## src/rtl/sincos_pkg.sv

```systemverilog
// Shared sin/cos pipeline definitions: FSM states, float bias, Q-format default.
// Used by the normalizer, CORDIC core and result packer; no timing of its own.
package sincos_pkg;

    typedef enum logic [1:0] {
        IDLE    = 2'd0,
        ROTATE  = 2'd1,
        CONVERT = 2'd2,
        DONE    = 2'd3
    } sincos_state_t;

    localparam int IEEE_BIAS         = 127;
    localparam int FRAC_BITS_DEFAULT = 14;

    // Two's-complement negation that maps -32768 to +32767 instead of wrapping.
    function automatic logic signed [15:0] neg_sat(input logic signed [15:0] x);
        return (x == 16'sh8000) ? 16'sh7FFF : -x;
    endfunction

endpackage

```

## src/rtl/fixed_to_float.sv

```systemverilog
// Exact signed Q-format (16-bit) to IEEE 754 single conversion; purely combinational.
// Zero latency, no handshake; zero encodes as +0.
module fixed_to_float
    import sincos_pkg::*;
#(
    parameter int FRAC_BITS = FRAC_BITS_DEFAULT
) (
    input  logic [15:0] fix_dat,
    output logic [31:0] flt_dat
);

    logic [15:0] mag;
    logic [4:0]  msb;
    logic [38:0] shifted;
    logic [7:0]  expo;

    always_comb begin
        mag = fix_dat[15] ? (~fix_dat + 16'd1) : fix_dat;
        msb = '0;
        for (int i = 0; i < 16; i++) begin
            if (mag[i]) msb = 5'(i);
        end
        // A 16-bit magnitude always fits in the 24-bit significand, so no rounding.
        shifted = {23'd0, mag} << (5'd23 - msb);
        expo    = 8'(IEEE_BIAS + int'(msb) - FRAC_BITS);
        flt_dat = (mag == 16'd0) ? 32'h0000_0000 : {fix_dat[15], expo, shifted[22:0]};
    end

endmodule

```

## src/rtl/cordic_result_packer.sv

```systemverilog
// Undoes CORDIC quadrant reduction on sin/cos and packs both as IEEE singles.
// Latency 3+|flip| cycles; valid_in ignored while busy, done held until recived.
module cordic_result_packer
    import sincos_pkg::*;
#(
    parameter int FRAC_BITS = FRAC_BITS_DEFAULT
) (
    input  logic               clk,
    input  logic               rst,
    input  logic               valid_in,
    input  logic signed [15:0] sin_in,
    input  logic signed [15:0] cos_in,
    input  logic signed [2:0]  flip,
    input  logic               recived,
    output logic               taken,
    output logic [31:0]        sin_out,
    output logic [31:0]        cos_out,
    output logic               done
);

    sincos_state_t      state;
    logic signed [15:0] s_r;
    logic signed [15:0] c_r;
    logic signed [2:0]  flip_r;
    logic [31:0]        sin_f;
    logic [31:0]        cos_f;

    fixed_to_float #(.FRAC_BITS(FRAC_BITS)) u_sin_cvt (
        .fix_dat (s_r),
        .flt_dat (sin_f)
    );

    fixed_to_float #(.FRAC_BITS(FRAC_BITS)) u_cos_cvt (
        .fix_dat (c_r),
        .flt_dat (cos_f)
    );

    always_ff @(posedge clk) begin
        if (rst) begin
            state   <= IDLE;
            taken   <= 1'b0;
            done    <= 1'b0;
            flip_r  <= '0;
            s_r     <= '0;
            c_r     <= '0;
            sin_out <= '0;
            cos_out <= '0;
        end else begin
            taken <= 1'b0;
            // DONE below overrides this clear when both happen on one edge.
            if (recived) done <= 1'b0;
            case (state)
                IDLE: begin
                    if (valid_in) begin
                        s_r    <= sin_in;
                        c_r    <= cos_in;
                        flip_r <= flip;
                        taken  <= 1'b1;
                        done   <= 1'b0;
                        state  <= ROTATE;
                    end
                end
                ROTATE: begin
                    if (flip_r < 3'sd0) begin
                        s_r    <= c_r;
                        c_r    <= neg_sat(s_r);
                        flip_r <= flip_r + 3'sd1;
                    end else if (flip_r > 3'sd0) begin
                        s_r    <= neg_sat(c_r);
                        c_r    <= s_r;
                        flip_r <= flip_r - 3'sd1;
                    end else begin
                        state <= CONVERT;
                    end
                end
                CONVERT: begin
                    sin_out <= sin_f;
                    cos_out <= cos_f;
                    state   <= DONE;
                end
                DONE: begin
                    done  <= 1'b1;
                    state <= IDLE;
                end
                default: state <= IDLE;
            endcase
        end
    end

endmodule

```

## config.mk

```make
export PLATFORM = sky130hd
export DESIGN_NAME = cordic_result_packer
export DESIGN_NICKNAME = d
export VERILOG_FILES = /design/src/rtl/sincos_pkg.sv /design/src/rtl/fixed_to_float.sv /design/src/rtl/cordic_result_packer.sv
export SDC_FILE = /design/constraint.sdc
export NUM_CORES = 1
export LEC_CHECK = 0
export CORE_AREA = 3 3 128 130
export CTS_BUF_LIST = sky130_fd_sc_hd__clkbuf_2 sky130_fd_sc_hd__clkbuf_4 sky130_fd_sc_hd__clkbuf_8
export CTS_CLUSTER_DIAMETER = 200
export DETAILED_ROUTE_END_ITERATION = 8
export DIE_AREA = 0 0 131 133
export PLACE_DENSITY = 0.71
export SLEW_MARGIN = 40
export SYNTH_ARGS = -nofsm -noshare
export SYNTH_HDL_FRONTEND = slang
export SYNTH_SLANG_ARGS = --single-unit
export TNS_END_PERCENT = 20
```

## constraint.sdc

```tcl
create_clock -name clk -period 5.1 [get_ports clk]
set_input_delay 0.765 -clock clk [delete_from_list [all_inputs] [get_ports clk]]
set_output_delay 0.765 -clock clk [all_outputs]
set_load 0.02 [all_outputs]
```

* Word-level counts from Yosys, hierarchy flattened
Index checks and enable logic that the tools add are counted.
Widths: inputs -> output; s select.
** Cells by class
- Add/subtract/negate cells :: 12
- Magnitude comparators :: 2
- Equality and inequality tests :: 9
- Shift operators :: 2
- Mux-type cells :: 56
- Bitwise operators :: 3
- Reductions and logical operators :: 7
** Operators by type and width (number)
- $mux 16 :: 10
- $mux 32 :: 2
- $mux 4 :: 16
- $pmux 16 s2 :: 2
- $shl 16x5->23 :: 2
- $mux 3 :: 11
- $add 16x1->16 const B :: 2
- $eq 16x16->1 const B :: 2
- $logic_not 16->1 :: 2
- $neg 16->16 :: 2
- $not 16->16 :: 2
- $add 7x4->8 const A :: 2
- $sub 8x5->8 const B :: 2
- $mux 2 :: 7
- $sub 5x4->5 const A :: 2
- $pmux 2 s4 :: 1
- $ne 2x2->1 const B :: 3
- $pmux 3 s2 :: 1
- $reduce_and 3->1 :: 2
- $mux 1 :: 5
- $eq 2x2->1 const B :: 2
- $add 3x2->3 const B :: 1
- $gt 3x1->1 const B :: 1
- $lt 3x1->1 const B :: 1
- other kinds (8) :: 8
** Storage, ports and cells
- Register bits after elaboration :: 103
- Input bits :: 39
- Output and inout port bits :: 66
- Word-level logic and storage cells :: 99

* Logic depth before layout (Yosys ltp)
- Depth in word-level cells :: 21
- Mapped depth :: 16
- Gate-level depth less buffers :: 13

* Modules after synthesis
A second synthesis with hierarchy kept.
** Second synthesis, totals
- Cells, all modules :: 990
- Area, all modules :: 8306.7 µm²
** Modules (own cells, without submodules)
- cordic_result_packer :: instances 1, cells each 526, area an instance 4715.8 µm², sequential area each 2062.0 µm²
- fixed_to_float :: instances 2, cells each 232, area an instance 1795.5 µm², sequential area each 0.0 µm²

* Worst setup path before layout
Ideal clock, no wire load.
- Kind :: register -> register
- From :: register c_r[0]
- To :: register cos_out[17]
- Setup time :: 0.096 ns
- Arrival time :: 3.581 ns
- Required time :: 5.004 ns
- Path slack :: 1.423 ns
- Cell stages (with the launch flop) :: 17
- Buffers on the path :: 3
- Period minus slack after synthesis :: 3.677 ns
- Cell sequence :: dfxtp_1 > clkbuf_1 > inv_1 > ha_1 > or3b_4 > buf_6 > o311a_1 > a221o_1 > a221oi_1 > o22ai_4 > o21ba_2 > inv_2 > buf_4 > nor2_1 > o41ai_1 > nand2_1 > o41ai_2
** Between the ends
- Longest elaborated chain between the ends :: 21
- Elaborated cells between the ends (all ways) :: 22
- Those cells by class :: add/sub: 2; shift: 1; mux: 17; bitwise: 1; reduce/logical: 1
** Ends and longest elaborated chain
- from (decl) :: line cordic_result_packer.sv:23 : logic signed [15:0] c_r;
- from (signal assigned) :: line cordic_result_packer.sv:56 : c_r <= cos_in;
- from (signal assigned) :: line cordic_result_packer.sv:66 : c_r <= neg_sat(s_r);
- from (signal assigned) :: line cordic_result_packer.sv:70 : c_r <= s_r;
- $not 16->16 :: line fixed_to_float.sv:18 : mag = fix_dat[15] ? (~fix_dat + 16'd1) : fix_dat;
- $add 16x1->16 :: line fixed_to_float.sv:18
- $mux 16 * :: line fixed_to_float.sv:18
- $mux 1 :: line fixed_to_float.sv:21 : if (mag[i]) msb = 5'(i);
- $mux 2 (2 in series) :: line fixed_to_float.sv:21
- $mux 3 (4 in series) :: line fixed_to_float.sv:21
- $mux 4 (8 in series) :: line fixed_to_float.sv:21
- $sub 5x4->5 :: line fixed_to_float.sv:24 : shifted = {23'd0, mag} << (5'd23 - msb);
- $shl 16x5->23 :: line fixed_to_float.sv:24
- $mux 32 * :: line fixed_to_float.sv:26 : flt_dat = (mag == 16'd0) ? 32'h0000_0000 : {fix_dat[15], expo, shifted[22:0]};
- to (signal assigned) :: line cordic_result_packer.sv:78 : cos_out <= cos_f;
- to (decl) :: line cordic_result_packer.sv:17 : output logic [31:0] cos_out,
Every way passes the cells marked *; elsewhere a longest branch is shown, timed or not.
A chain may end at the register's enable or synchronous reset.

* Worst setup path after layout
- From :: register c_r[0]
- To :: register cos_out[18]
The elaborated chain is that of the path after synthesis.

==> impl_metrics.toml <==
[status]
status = "complete, no violations"

[die]
core_area_um2 = 15300
std_cell_rows = 45
die_height_um = 133
start_util_pct = 49.6
die-area_um2 = 17400
die_x_um = 131
boundaryPins = 105

[global_routing]
grt_pass1_wl_um = 35300
grt_max_degree = 57
grt_antenna_before_repair = 0
grt.overflow.total = 0
grt_pass1_vias = 6736
grt_usage_pct = 24.9

[cts]
clk_latency_ns = 0.39
clk_pin_slew_ns = 0.11
postCtsHoldBufs = 0
h-tree-depth = 3
cts_made_buffers = 9
ctsResizeCount = 0
cts_root_buffer = "clkbuf_8"
clockBufferDepth = 2
cts_post_setup_buffers_inserted = 0
clkSinkCount = 101
tritoncts = "yes"

[synthesis]
yosys_warnings = 0
yosysTopAreaCellShare_pct = 26.7
synth_area_leaders = "dfxtp_1 (27%), nand2_1 (4.9%), mux2i_1 (4.5%)"
synthArstFlopShare_pct = 0
syn_area_um2 = 7570
synthCells = 959
yosysTopAreaCell = "dfxtp_1"
synth.avg_cell_area_um2 = 7.90
synth_cell_types = 92
synth_seq_cells = 101
yosysSeqAreaShare_pct = 26.7
ys.flop_type = "dfxtp_1"
synth_nets = 1012
synth_edf_count = 0

[critical_path]
worstSetupPathType = "reg2reg"
crit_slowest_cell = "o211a_1"
worstPathArrival_ns = 4.63
rr_worst_depth = 13
critPathTopFamily = "compound AO/OA/AOI/OAI gates"
cpPeakStageDelay_ns = 0.61
worst_setup_path_end_kind = "flop"
critPathLaunchType = "flop"
critPathBufInv = 2
critPathRequiredTime_ns = 5.43
critPathMaxFanout = 17
cp.depth = 13
cp_cell_sequence = "inv_1 -> ha_1 -> or3b_4 -> or3_1 -> o32a_1 -> a22oi_1 -> o211a_1 -> inv_4 -> mux2_4 -> mux2i_1 -> a21oi_1 -> a2111oi_2 -> a22o_1"

[min_path]
hold_depth = 2
min_path_type = "reg2reg"

[sta]
layout_worst_path_cycle_share_pct = 84.2
grt_setup_unrepaired = "false"
finalHoldViolations = 0
max_slew_margin_pct = 44.1
tightest_slew_ns = 0.832
min_period_ns = 4.30
tns_ns = 0
setup_viol = 0
fmax_mhz = 233
drv_slew = 0
finalClockSkew_ns = 0.0306

[drt]
wl_per_cell_um = 18.0
drtIter0Drc = 558
ant_nets = 0
detail_route.vias_per_cell = 5.98
first_pass_iters = 5
via_count = 7255
drc_errors = 0
totalWireLength_um = 21800

[final_layout]
drive_gt1_share_pct = 8.98
diodes = 0
areaGrowthSynthToFinish_pct = 16.0
most-common-layout-cells = "clkdlybuf4s50_1 (103), dfxtp_1 (100), nand2_1 (99), nor2_1 (79), a21oi_1 (66)"
layout.nets = 1050
final_common_cell = "clkdlybuf4s50_1"

[flow_run]
max_cap_viol_count = 0

[placed_design]
port_buffers = 104
dpl.hpwl_um = 16600
gp_congestion = 0.925
[worst paths after layout]
kind / startpoint / end / slack [ns]
worst max-delay path: c_r[0]$_SDFFE_PP0P_ / cos_out[18]$_SDFFE_PP0P_ / 0.80
worst min-delay path: sin_out[21]$_SDFFE_PP0P_ / sin_out[21]$_SDFFE_PP0P_ / 0.45
worst max register to register: c_r[0]$_SDFFE_PP0P_ / cos_out[18]$_SDFFE_PP0P_ / 0.80
worst min register to register: sin_out[21]$_SDFFE_PP0P_ / sin_out[21]$_SDFFE_PP0P_ / 0.45
[synthesized netlist by cell type (17+ instances only)]
| master | n |
|---|---|
| o221ai_1 | 20 |
| o21ai_0 | 48 |
| nand2_1 | 99 |
| nor3_1 | 25 |
| xnor2_1 | 32 |
| nor2_1 | 80 |
| clkbuf_1 | 59 |
| and2_1 | 20 |
| inv_1 | 17 |
| a21oi_1 | 66 |
| nand3_1 | 21 |
| dfxtp_1 | 101 |
| nand2b_1 | 31 |
| mux2i_1 | 34 |
[tightest hold or removal path, cell delays in order, from the launching register on]
cell	delay [ns]
dfxtp_1	0.33
nand2_1	0.05
o21ai_1	0.05
[state kept, by name, summed over array words and instances (netlist names)]
signal	cells
c_r	16
done	1
cos_out	31
taken	1
state	2
sin_out	31
s_r	16
flip_r	3
[logic make-up after synthesis]
group	after synthesis	synth area share, %
DFF	101	26.7
muxes	44	6.08
and+or+nand+nor	333	21.8
adders and majority gates	14	2.41
buffers and inverters	115	6.74
xor gates and xnor gates	52	6.41
AOI/OAI and AO/OA	300	29.9
[layout make-up]
type,count,area [um2]
inverter,23,91.3
clock inverter,7,73.8
multi-input combinational,743,5060
fill,1456,6470
sequential,101,2020
clock buffer,9,124
timing repair buffer,119,1150
tap,211,264
[metal layers]
layer | GRT usage, % | part of all wire, % | wire (um) | vias to the layer above
met4 | 6.29 | 2.1 | 456 | 0
met3 | 3.31 | 4.5 | 989 | 39
met1 | 34.0 | 45 | 9820 | 3416
li1 | - | - | - | 3569
met5 | 0 | 0 | 0 | -
met2 | 41.1 | 48 | 10600 | 231
[metrics by stage]
step                instance area (um2)  util (%)  hold WS (ns)  cells  worst slack [ns]
floorplan                          7570         -         0.469    959              1.42
global placement                   8580      56.2         0.440   1197             0.987
detailed placement                 8590      56.3         0.442   1197             0.880
CTS                                8780      57.6         0.458   1213             0.853
global route                       8780      57.6         0.492   1213             0.437
finish                             8780      57.6         0.453   1213             0.804
Power is left out: the tool's default activity adds up to more than one toggle a clock period on the data nets, which glitch-free logic cannot reach.
